**src/rtl/bin_to_bcd_pkg.sv**
```systemverilog
// Shared definitions for the binary-to-BCD display converter.
package bin_to_bcd_pkg;

    localparam int BCD_WIDTH  = 8;
    localparam int BCD_DIGITS = 3;

    // Downstream seven-segment decoders show this code as all segments off.
    localparam logic [3:0] BLANK_CODE = 4'hF;

    typedef enum logic [1:0] {
        IDLE  = 2'd0,
        SHIFT = 2'd1,
        DONE  = 2'd2
    } state_t;

    // Counter must hold the value WIDTH itself.
    function automatic int cnt_width(input int w);
        return $clog2(w + 1);
    endfunction

endpackage

```
**src/rtl/bcd_add3.sv**
```systemverilog
// Double-dabble nibble correction: values 5..9 get +3 so the next shift
// carries into the following decimal digit. Plain 4-bit result, no carry out.
module bcd_add3 (
    input  logic [3:0] d,
    output logic [3:0] q
);

    // Combinational >=5 -> +3 correction
    always_comb begin
        q = d;
        if (d >= 4'd5)
            q = d + 4'd3;
    end

endmodule

```
**src/rtl/bin_to_bcd.sv**
```systemverilog
// Sequential double-dabble converter, one shift per clock, start/busy/done
// handshake. Optional leading-zero blanking on the output is enabled by
// defining BIN2BCD_BLANK_EN; without it the raw digit register is driven out.
import bin_to_bcd_pkg::*;

module bin_to_bcd #(
    parameter int WIDTH  = BCD_WIDTH,
    parameter int DIGITS = BCD_DIGITS
) (
    input  logic                  clk,
    input  logic                  rst,
    input  logic                  start,
    input  logic [WIDTH-1:0]      bin,
    output logic                  busy,
    output logic                  done,
    output logic [4*DIGITS-1:0]   bcd
);

    localparam int CNT_W = cnt_width(WIDTH);
    localparam int CAT_W = 4*DIGITS + WIDTH;

    state_t                   state, nstate;
    logic [WIDTH-1:0]         shreg;
    logic [DIGITS-1:0][3:0]   scr;
    logic [DIGITS-1:0][3:0]   scr_adj;
    logic [DIGITS-1:0][3:0]   scr_sh;
    logic [WIDTH-1:0]         sh_sh;
    logic [CAT_W-1:0]         cat_sh;
    logic [CNT_W-1:0]         cnt;
    logic [DIGITS-1:0][3:0]   bcd_r;
    logic                     busy_nxt, done_nxt;

    // Per-digit correction, one instance per display digit
    for (genvar g = 0; g < DIGITS; g++) begin : g_dig
        bcd_add3 u_add3 (
            .d (scr[g]),
            .q (scr_adj[g])
        );
    end

    // Corrected scratch and shift register move left together as one word
    assign cat_sh = {scr_adj, shreg} << 1;
    assign scr_sh = cat_sh[CAT_W-1:WIDTH];
    assign sh_sh  = cat_sh[WIDTH-1:0];

    // State register
    always_ff @(posedge clk or posedge rst) begin
        if (rst)
            state <= IDLE;
        else
            state <= nstate;
    end

    // Next-state logic; start outside IDLE is simply not looked at
    always_comb begin
        nstate = state;
        case (state)
            IDLE:    if (start) nstate = SHIFT;
            SHIFT:   if (cnt == CNT_W'(1)) nstate = DONE;
            DONE:    nstate = IDLE;
            default: nstate = IDLE;
        endcase
    end

    // Output decode, registered below so busy/done come straight from flops
    always_comb begin
        busy_nxt = (nstate != IDLE);
        done_nxt = (state == SHIFT) && (nstate == DONE);
    end

    // Datapath: capture, shift, and result register updated only with done
    always_ff @(posedge clk or posedge rst) begin
        if (rst) begin
            shreg <= '0;
            scr   <= '0;
            cnt   <= '0;
            bcd_r <= '0;
            busy  <= 1'b0;
            done  <= 1'b0;
        end else begin
            if (state == IDLE && start) begin
                shreg <= bin;
                scr   <= '0;
                cnt   <= CNT_W'(WIDTH);
            end else if (state == SHIFT) begin
                shreg <= sh_sh;
                scr   <= scr_sh;
                cnt   <= cnt - CNT_W'(1);
            end
            if (done_nxt)
                bcd_r <= scr_sh;
            busy <= busy_nxt;
            done <= done_nxt;
        end
    end

`ifdef BIN2BCD_BLANK_EN
    logic [DIGITS-1:0][3:0] bcd_v;
    logic                   lead;

    // Leading-zero blanking from the top digit down; ones digit always shown
    always_comb begin
        bcd_v = bcd_r;
        lead  = 1'b1;
        for (int k = DIGITS-1; k >= 1; k--) begin
            if (lead && bcd_r[k] == 4'd0)
                bcd_v[k] = BLANK_CODE;
            else
                lead = 1'b0;
        end
    end

    assign bcd = bcd_v;
`else
    assign bcd = bcd_r;
`endif

endmodule

```
**config.mk**
```make
export PLATFORM = sky130hd
export DESIGN_NAME = bin_to_bcd
export DESIGN_NICKNAME = d
export VERILOG_FILES = /design/src/rtl/bin_to_bcd_pkg.sv /design/src/rtl/bcd_add3.sv /design/src/rtl/bin_to_bcd.sv
export SDC_FILE = /design/constraint.sdc
export NUM_CORES = 1
export LEC_CHECK = 0
export CAP_MARGIN = 20
export CORE_AREA = 2 2 49 85
export CTS_CLUSTER_DIAMETER = 30
export DETAILED_ROUTE_END_ITERATION = 7
export DIE_AREA = 0 0 51 87
export GPL_TIMING_DRIVEN = 0
export PLACE_DENSITY = 0.74
export SETUP_SLACK_MARGIN = 0.3
export SLEW_MARGIN = 10
export SYNTH_ARGS = -nofsm -noshare
export SYNTH_HDL_FRONTEND = slang
export SYNTH_SLANG_ARGS = --single-unit
```
**constraint.sdc**
```tcl
create_clock -name clk -period 4.7 [get_ports clk]
set_clock_uncertainty 0.05 [all_clocks]
set_input_delay 1.41 -clock clk [delete_from_list [all_inputs] [get_ports clk]]
set_output_delay 1.41 -clock clk [all_outputs]
set_load 0.05 [all_outputs]
```
==> results.md <==
- Largest delay contributor family on the critical path: buffers and inverters
- GP Congestion: between 0.8 and 0.9
- Status: complete, no violations
- Core area: around 3800 µm²
- Setup Slack @ Placement: 1.94 ns
- Setup-violating endpoint count in the final report: 0
- Share of synthesized flip-flops with an asynchronous set or reset: between 90% and 100%
- Clock network latency to the later pin of the worst-skew pair: between 0.2 and 0.3 ns
- Fraction of final layout cells sized beyond drive strength 1: between 10% and 20%
- Hold Crit Start: shreg[3]
- RR Endpoint: bcd[2]
- Sequential element share of the synthesized area: a little over half
- Count of warnings emitted by yosys: 0
- Total negative setup slack: 0 ns
- Number of nets with antenna violations after routing: 0
- CP Max Fanout: 2
- Die Wd: 51 µm
- Number of resized instances in the post-cts repair step: 0
- Final cell area excluding filler cells: between 2000 and 2500 µm²
- Setup slack on the worst flop-to-flop path: around 3 ns
- Startpoint of the most critical setup path: bcd[0]
- Peak ir drop on the vdd network: around 0.43 mV
- Met2 Routed Length: 2030 µm
- Total of fill cells in the finished design: between 300 and 400
- GRT Resource Usage Total: 19.2%
- First-pass GRT wire length: 6330 µm
- Met3 layer wire length in the routed design: 190 µm
- DIE AREA: around 4400 µm²
- Buffer cell driving the clock tree root: sky130_fd_sc_hd__clkbuf_8
- GRT Residual Overflow: 0
- Count of buffers inserted at the top-level ports: 24
- Core occupancy in the finished layout: 61.6%
- Arrival time of the worst setup path: ~1.5 ns
- Number of nets in the synthesized netlist: about 190
- Vias in the first global route: approximately 1,300
- Final period utilization: 62.9%
- Path category of the worst min-delay check: flip-flop to flip-flop
- Area growth from synthesis to layout: 22.4%
- Routed length per placed instance: ~16 µm
- Antenna violations before repair: 0
- Rows: 30
- Die Ht: 87 µm
- # H-tree levels: 2
- Ratio of routed vias to standard cells: approximately 5.5
- Final-report hold violation count: 0
- Share of the synthesized area in the top cell type: ~52%
- Synth Cell Area: between 1500 and 2000 µm²
- Worst stage delay on the critical path: between 0.8 and 0.9 ns
- Count of flip-flops with a built-in enable after synthesis: 0
- DRC violation total after the first TritonRoute iteration: 48
- CP endpoint: bcd[0]
- Smallest hold slack: approximately 0.44 ns
- Max Freq: ~340 MHz
- Worst slew margin relative to its limit: 45.9%
- # Post-CTS Setup Buffers: 0
- Post-Place Cell Area: ~2200 µm²
- Buffers & Inverters on Critical Path: 1
- Length of routed wiring on met1: around 1600 µm
- Cts bufs inserted: 5
- DRC: 0
- Final Slew Violations: 0
- Largest net degree at the start of global routing: 41
- Maximum buffer depth of the clock tree: 2
- Leak pwr: approximately 0.0011 µW
- First-pass detailed-route iteration total: 4
- Source of the worst register-to-register timing path: cnt[1]
- Quantity of hold-fixing buffers added after cts: 0
- Power per cell area: between 800 and 900 nW/µm²
- Critical Path Stages: 1
- Leading cell types in the layout, fill and taps excluded: sky130_fd_sc_hd__dfrtp_1, sky130_fd_sc_hd__clkdlybuf4s50_1, sky130_fd_sc_hd__o21ai_0, sky130_fd_sc_hd__nand2_1, sky130_fd_sc_hd__a22o_1
- CP Capture Type: primary output
- Critical path cell sequence: clkdlybuf4s50_1
- Cell type contributing the most total cell area after synthesis: sky130_fd_sc_hd__dfrtp_1
- Most common cell after layout, fill and taps aside: sky130_fd_sc_hd__dfrtp_1
- Overall via count from detail_route: between 1,000 and 1,500
- Worst Setup Slack, final: ~1.7 ns
- Most area-consuming cells after synthesis: sky130_fd_sc_hd__dfrtp_1, sky130_fd_sc_hd__mux2_4, sky130_fd_sc_hd__ha_1, sky130_fd_sc_hd__a22o_1, sky130_fd_sc_hd__o21ai_0
- Mean instance size in the synthesized netlist: ~11 µm²
- Fin nets: 217
- Crit-path slowest cell: sky130_fd_sc_hd__clkdlybuf4s50_1
- Yosys reg bits: 40
- Cell count after synthesis: between 150 and 200
- Antenna diode instance count: 0
- Flip-flop cell with the highest count after synthesis: sky130_fd_sc_hd__dfrtp_1
- Highest metal layer with signal wires: met4
- Critical path class: flip-flop to primary output
- DRT Wirelength: 3840 µm
- Count of cells along the worst register-to-register path: 6
- Clk sinks: 40
- CTS tree: built
- Required time reported for the critical path endpoint: 3.24 ns
- Number of max-cap violations: 0
- Top-Level Pins: 25
- CTS clk-pin slew, worst paths: approximately 0.080 ns
- Slew @ Worst Pin: roughly 0.81 ns
- Distinct cells, synth: 33
- Unrepaired setup endpoints after global routing: false
- Starting utilization of the core area: between 50 and 60%
- Sort of element at the start of the critical path: flip-flop
- Detailed placer's ending HPWL: 2780 µm
- Min Tclk post-route: about 3.0 ns
Yosys cell counts (all sizes together) (4+ instances only):
| cell | number |
|---|---|
| a22o | 10 |
| dfrtp | 40 |
| inv | 12 |
| mux2 | 8 |
| a21oi | 9 |
| buf | 4 |
| nor2 | 6 |
| ha | 8 |
| nand2 | 18 |
| o21ai | 17 |
| nand2b | 4 |
| a22oi | 7 |
state kept, by name (all words and copies together) (netlist names):
signal	count
scr	12
state	2
bcd	12
cnt	4
done	1
busy	1
shreg	8
area by class of cell:
cell class              count  area [µm²]  area share [%]
inverters                  12        55.1            2.36
well taps                  48        60.1            2.57
repair buffers             24         240            10.3
multi-input cells         109         810            34.7
clock inverters             1        30.0            1.29
clock buffers               7        96.3            4.13
plain buffers               6        42.5            1.82
flip-flops and latches     40        1000            42.9
cell families after synthesis:
kind of cell | after synthesis | share of synthesized area, %
compound gates | 51 | 17.7
xor+xnor | 3 | 1.38
fa+ha+maj | 8 | 5.25
buf+inv | 18 | 5.12
flops | 40 | 52.5
mux | 11 | 7.67
simple gates | 36 | 10.4
through the flow:
stage | total power [µW] | instances
floorplan | 1340 | 167
global placement | 1570 | 239
detailed placement | 1610 | 239
CTS | 1920 | 247
global route | 2020 | 247
finish | 1910 | 247
how the worst min path moves through the flow:
stage                     endpoint  slack (ns)  cells past startpoint
after global placement      bcd[8]        0.42                      2
final                     shreg[3]        0.44                      2
after floorplan           shreg[1]        0.40                      2
after global routing        bcd[8]        0.47                      2
after CTS                   bcd[8]        0.44                      2
after detailed placement    bcd[8]        0.42                      2
where the power goes:
group | total [µW] | internal, µW | switching [µW]
logic | 983 | 420 | 563
registers | 619 | 499 | 120
clock network | 307 | 187 | 120
per-layer routing:
metal,GRT usage (%),vias up
li1,-,645
met1,23.0,667
met2,31.9,43
met3,5.67,8
met4,7.86,0
met5,0,-
Note: power is estimated with default switching activity, not from simulation.
